===== config.mk =====
export PLATFORM = sky130hd
export DESIGN_NAME = rom_arbiter
export DESIGN_NICKNAME = d
export VERILOG_FILES = /design/src/rtl/rom_arbiter.sv
export SDC_FILE = /design/constraint.sdc
export NUM_CORES = 1
export LEC_CHECK = 0
export ABC_CLOCK_PERIOD_IN_PS = 3630
export CORE_ASPECT_RATIO = 0.9
export CORE_MARGIN = 2
export CORE_UTILIZATION = 47
export CTS_BUF_LIST = sky130_fd_sc_hd__clkbuf_4 sky130_fd_sc_hd__clkbuf_8
export CTS_CLUSTER_SIZE = 40
export DETAILED_ROUTE_END_ITERATION = 8
export PLACE_DENSITY = 0.86
export SLEW_MARGIN = 40
export SYNTH_ARGS = -nofsm -noshare
export SYNTH_HDL_FRONTEND = slang
export SYNTH_SLANG_ARGS = --single-unit

===== constraint.sdc =====
create_clock -name CLK -period 3.63 [get_ports CLK]
set_input_delay 0.726 -clock CLK [delete_from_list [all_inputs] [get_ports CLK]]
set_output_delay 0.726 -clock CLK [all_outputs]
set_load 0.01 [all_outputs]

===== src/rtl/rom_arbiter.sv =====
// rom_arbiter: two-port (fetch/data) arbiter and registered address driver for a combinational ROM; define ROM_ARB_RR_EN for round-robin
module rom_arbiter #(
  parameter int ADDR_W    = 16,
  parameter int DATA_W    = 32,
  parameter int ROM_DEPTH = 10,
  parameter int MAX_WAIT  = 4
) (
  input  logic              CLK,
  input  logic              RST,
  input  logic              f_req,
  input  logic [ADDR_W-1:0] f_addr,
  output logic              f_gnt,
  output logic              f_rvalid,
  output logic [DATA_W-1:0] f_rdata,
  output logic              f_err,
  input  logic              d_req,
  input  logic [ADDR_W-1:0] d_addr,
  output logic              d_gnt,
  output logic              d_rvalid,
  output logic [DATA_W-1:0] d_rdata,
  output logic              d_err,
  output logic [ADDR_W-1:0] rom_addr,
  input  logic [DATA_W-1:0] rom_data,
  output logic              busy
);
  typedef enum logic {IDLE, ACCESS} state_t;
  state_t r_state;
  logic   r_owner;
  logic   w_pick_d;
  logic   w_oor;
  assign w_oor = rom_addr >= ADDR_W'(ROM_DEPTH);
  assign busy  = r_state == ACCESS;
`ifdef ROM_ARB_RR_EN
  logic r_last_owner;
  assign w_pick_d = d_req & (~f_req | ~r_last_owner);
  // remember the most recent winner so contention alternates
  always_ff @(posedge CLK)
    if (RST) r_last_owner <= 1'b1;
    else if (r_state == IDLE && (f_req || d_req)) r_last_owner <= w_pick_d;
`else
  localparam int WAIT_W = $clog2(MAX_WAIT + 1);
  logic [WAIT_W-1:0] r_wait_cnt;
  assign w_pick_d = d_req & (~f_req | (r_wait_cnt == WAIT_W'(MAX_WAIT)));
  // count F grants that bypass a waiting D; D is forced once the count hits MAX_WAIT
  always_ff @(posedge CLK)
    if (RST) r_wait_cnt <= '0;
    else if (r_state == IDLE) begin
      if (!d_req || w_pick_d) r_wait_cnt <= '0;
      else if (f_req && r_wait_cnt != WAIT_W'(MAX_WAIT)) r_wait_cnt <= r_wait_cnt + 1'b1;
    end
`endif
  // grant in IDLE, return the ROM word to the owner in ACCESS
  always_ff @(posedge CLK)
    if (RST) begin
      r_state  <= IDLE;
      r_owner  <= 1'b0;
      rom_addr <= '0;
      f_gnt    <= 1'b0;
      d_gnt    <= 1'b0;
      f_rvalid <= 1'b0;
      d_rvalid <= 1'b0;
      f_err    <= 1'b0;
      d_err    <= 1'b0;
      f_rdata  <= '0;
      d_rdata  <= '0;
    end else begin
      f_gnt    <= 1'b0;
      d_gnt    <= 1'b0;
      f_rvalid <= 1'b0;
      d_rvalid <= 1'b0;
      f_err    <= 1'b0;
      d_err    <= 1'b0;
      if (r_state == IDLE) begin
        if (f_req || d_req) begin
          rom_addr <= w_pick_d ? d_addr : f_addr;
          r_owner  <= w_pick_d;
          f_gnt    <= ~w_pick_d;
          d_gnt    <= w_pick_d;
          r_state  <= ACCESS;
        end
      end else begin
        if (r_owner) begin
          d_rdata  <= rom_data;
          d_rvalid <= 1'b1;
          d_err    <= w_oor;
        end else begin
          f_rdata  <= rom_data;
          f_rvalid <= 1'b1;
          f_err    <= w_oor;
        end
        r_state <= IDLE;
      end
    end
endmodule


# ---- Word-level counts from Yosys, hierarchy flattened
# Index checks and enable logic that the tools add are counted.
dict set report word_totals {
  register_bits 91
  elab_cells 43
}
dict set report classes {
  order_cmp 1
  add_sub_neg 1
  bitwise_logic 7
  n_eq_ne 2
  n_reduce_logical 14
  mux 6
}
# operator n
set ops {}
lappend ops {{$ge A16 B4 Y1 const B} 1}
lappend ops {{$mux W16} 1}
lappend ops {{$reduce_or A3 Y1} 3}
lappend ops {{$reduce_and A2 Y1} 4}
lappend ops {{$mux W3} 2}
lappend ops {{$not A1 Y1} 5}
lappend ops {{$reduce_or A2 Y1} 2}
lappend ops {{$add A3 B1 Y3 const B} 1}
lappend ops {{$eq A3 B3 Y1 const B} 1}
lappend ops {{$mux W1} 3}
lappend ops {{$ne A3 B3 Y1 const B} 1}
lappend ops {{$logic_or A1 B1 Y1} 2}
lappend ops {{$reduce_bool A2 Y1} 1}
lappend ops {{$and A1 B1 Y1} 1}
lappend ops {{$logic_and A1 B1 Y1} 1}
lappend ops {{$logic_not A1 Y1} 1}
lappend ops {{$or A1 B1 Y1} 1}

# ---- Longest topological paths before layout
dict set report logic_depth {
  word_depth 6
  mapped_depth 7
}

# ---- Worst setup path before layout
# No wires, ideal clock.
dict set report synth_timing {
  path_kind {input -> register}
  start {in f_req}
  end {reg rom_addr[10]}
  slack_ns 2.078
  arrival_ns 1.464
  path_buffers 2
  stages 5
  t_required_ns 3.541
  setup_ns 0.089
  cell_sequence {a21bo_1 -> buf_6 -> buf_8 -> nand3_2 -> a311oi_2}
}
dict set report synth_via {
  elab_chain_len 4
  word_cells_on_any_way 6
  classes_between {1 x mux; 3 x bitwise; 2 x reduce/logical}
}
# element line_no
set synth_rtl {}
lappend synth_rtl {{from (decl)} 10} ;# input logic f_req,
lappend synth_rtl {{$not A1 Y1} 43} ;# assign w_pick_d = d_req & (~f_req | (r_wait_cnt == WAIT_W'(MAX_WAIT)));
lappend synth_rtl {{$or A1 B1 Y1} 43}
lappend synth_rtl {{$and A1 B1 Y1} 43}
lappend synth_rtl {{$mux W16} 75} ;# rom_addr <= w_pick_d ? d_addr : f_addr;
lappend synth_rtl {{to (signal assigned)} 75}
lappend synth_rtl {{to (decl)} 22} ;# output logic [ADDR_W-1:0] rom_addr,
# Several ways; a longest one is shown, not always the timed one.
# A chain may end at the register's enable or synchronous reset.

# ---- Final worst setup path
dict set report layout_timing {
  start {reg r_state, in the netlist busy}
  end {out busy}
}
# element line_no
set layout_lines {}
lappend layout_lines {{from (decl)} 27} ;# state_t r_state;
lappend layout_lines {{from (signal assigned)} 55} ;# r_state <= IDLE;
lappend layout_lines {{from (signal assigned)} 79} ;# r_state <= ACCESS;
lappend layout_lines {{from (signal assigned)} 91} ;# r_state <= IDLE;
lappend layout_lines {{to (decl)} 24} ;# output logic busy
# No word-level cell between the ends.

==> impl_metrics.json <==
{
  "status": "complete, no violations",
  "peakVddDrop_v": 0.000285,
  "synth_cell_types": 31,
  "cp-start-kind": "flip-flop",
  "multi_input_area_mm2": 0.00153,
  "p_leak_uw": 0.00181,
  "yosysMostFrequentCell": "nand2_1",
  "detail-route-antenna-nets": 0,
  "avgSynthCellArea_um2": 8.46,
  "port_buffers": 154,
  "syn_nets": 492,
  "power_density_mw_per_mm2": 396,
  "tns_ns": 0,
  "syn_inst": 422,
  "seqCellArea_mm2": 0.00182,
  "fmax_mhz": 436,
  "p_seq_share_pct": 51.9,
  "min_to": "d_rdata[18]",
  "h-tree-depth": 3,
  "die_area_mm2": 0.00831,
  "worst_slew_pin_slew_ns": 0.713,
  "yosys.area.top_type": "dfxtp_1",
  "synth_enable_flop_cells": 0,
  "place_area_mm2": 0.00507,
  "slowest_stage": "clkdlybuf4s50_1",
  "std_cell_rows": 30,
  "firstDrtPassIters": 4,
  "final.setup.worst_slack_ns": 1.34,
  "cts_setup_buffers": 0,
  "combPwrFrac_pct": 17.7,
  "grt_use_met1_pct": 27.5,
  "slew_headroom_pct": 52.4,
  "cp_max_fo": 13,
  "gr-usage-met3_pct": 6.26,
  "gp_congestion": 0.826,
  "cp_slowest_stage_delay_ns": 0.62,
  "critPathArrivalTime_ns": 1.57,
  "grtUsageMet2_pct": 40.6,
  "vias_per_cell": 5.28,
  "setup_viol": 0,
  "fin_nets": 626,
  "wl_per_cell_um": 15.0,
  "fillers": 581,
  "hold_class": "reg2reg",
  "synth_top_area_share_pct": 51.0,
  "dr.first_iter.drc_count": 155,
  "crit_path_end_kind": "primary output",
  "path_clk_slew_ns": 0.09,
  "hpwl_mm": 6.95,
  "final_cells": 657,
  "yosys_warnings": 0,
  "drv_slew": 0,
  "cp.required_ns": 2.90,
  "pin_count": 155,
  "min_period_ns": 2.29,
  "syn2layout_area_growth_pct": 47.1,
  "grt_pass1_vias": 3268,
  "antenna_found_initial": 0,
  "wl_mm": 9.87,
  "synthTopCellsByArea": "dfxtp_1 (51%), nand2_1 (14%), a21oi_1 (9.4%)",
  "drive_gt1_share_pct": 8.91,
  "ff2ff_path_depth": 5,
  "hold_buffers": 0,
  "insertion_delay_ns": 0.36,
  "die_h_um": 86.7,
  "yosys_most_used_dff": "dfxtp_1",
  "crit_chain": "clkdlybuf4s50_1",
  "rsz0062_at_grt": "false",
  "fin_area_mm2": 0.00526,
  "netSwitchingPower_uw": 577,
  "grt_use_total_pct": 23.6,
  "r2r_slack_ns": 1.91,
  "grt_overflow": 0,
  "maxCapViolCount": 0,
  "place_worst_setup_slack_ns": 1.19,
  "internal-power_uw": 1500,
  "yosysSeqAreaShare_pct": 51.0,
  "drc": 0,
  "path_buf_inv": 1,
  "cts_root_buf": "clkbuf_8",
  "num_antenna_cells": 0,
  "grt_first_pass_wirelength_mm": 15.4,
  "vias": 3468,
  "initial_core_util_pct": 47.8,
  "core_mm2": 0.00747,
  "dp_cells": 641,
  "fin_crit_sh_pct": 63.2,
  "rr_startpoint": "r_wait_cnt[0]",
  "synth-seq-cells": 91,
  "hold_depth": 2,
  "clock-sinks": 91,
  "grt_max_degree": 64,
  "hold_violations": 0,
  "syn_area_mm2": 0.00357,
  "cts_buffers": 9,
  "netlist_top_cells_count": "nand2_1 (132), dfxtp_1 (91), a21oi_1 (67)",
  "ctsResizeCount": 0,
  "cts_max_path_buffers": 2,
  "rr_endpoint": "rom_addr[5]",
  "switching_share_pct": 27.7,
  "busiest_layer": "met2",
  "cts_tree": "built",
  "async_reset_ff_share_pct": 0,
  "fin_skew_ns": 0.0108,
  "path_delay_family": "buffers and inverters",
  "die_w_um": 95.9,
  "hold_path.startpoint": "d_rdata[18]",
  "clkPwrFrac_pct": 30.4,
  "critPathKind": "reg2out"
}
-- state kept, by name, summed over array words and instances, names as in the netlist --
signal	count
f_rdata	32
busy	1
r_owner	1
r_wait_cnt	3
d_rvalid	1
f_gnt	1
rom_addr	16
f_err	1
f_rvalid	1
d_rdata	32
d_gnt	1
d_err	1
-- area by class of cell --
cell class | count | area share, %
sequential | 91 | 34.7
timing repair buffer | 159 | 30.2
multi-input combinational | 291 | 29.1
clock buffer | 9 | 2.36
tap | 96 | 2.29
clock inverter | 7 | 1.12
inverter | 4 | 0.286
-- power groups by stage --
stage | clock network [uW] | logic [uW] | registers (uW)
6_report | 634 | 368 | 1080
5_1_grt | 688 | 396 | 1090
4_1_cts | 653 | 369 | 1080
3_5_place_dp | 0 | 368 | 1100
3_3_place_gp | 0 | 360 | 1100
2_1_floorplan | 0 | 153 | 1120
-- cell families (layout without fill, tap and decap cells) --
| kind of cell | count (synthesis) | after routing | share of synthesized area, % |
|---|---|---|---|
| and+or+nand+nor | 182 | 182 | 21.8 |
| AOI/OAI and AO/OA | 107 | 107 | 20.1 |
| DFF | 91 | 91 | 51.0 |
| buffers and inverters | 40 | 179 | 6.37 |
| adders and majority gates | 2 | 2 | 0.700 |
-- per-stage QoR --
step	power, uW	utilization, %	hold slack [ns]
floorplan	1270	-	0.449
global placement	1460	67.9	0.440
detailed placement	1470	67.9	0.445
CTS	2100	70.4	0.459
global route	2170	70.4	0.477
finish	2080	70.4	0.457
-- routing by layer --
metal	vias up	part of all wire, %
met5	-	0
met4	0	3.3
met3	26	5.7
met2	99	52
met1	1655	39
li1	1688	-
-- how the worst max path moves through the flow --
stage | depth (start not counted) | startpoint | to
floorplan | 5 | f_req | rom_addr[10]
global placement | 4 | f_req | rom_addr[6]
detailed placement | 4 | f_req | rom_addr[5]
CTS | 1 | busy | busy
global route | 1 | busy | busy
finish | 1 | busy | busy
-- cells in the final DEF (no fill, tap or decap), types with 2 or more instances in the layout --
cell / synthesis / routed
clkdlybuf4s50_1: 0 / 153
nand2_1: 132 / 131
dfxtp_1: 91 / 91
a21oi_1: 67 / 67
nor2_1: 20 / 20
o21ai_0: 14 / 14
a311oi_2: 14 / 14
clkbuf_8: 0 / 9
nand3_2: 8 / 8
nand3_1: 8 / 8
nor4_1: 4 / 4
buf_4: 4 / 4
inv_1: 3 / 3
nand4_1: 3 / 3
o21ai_1: 3 / 3
inv_6: 0 / 3
a311oi_1: 2 / 2
and2_1: 3 / 2
ha_1: 2 / 2
Power figures use the tool's default switching activity.
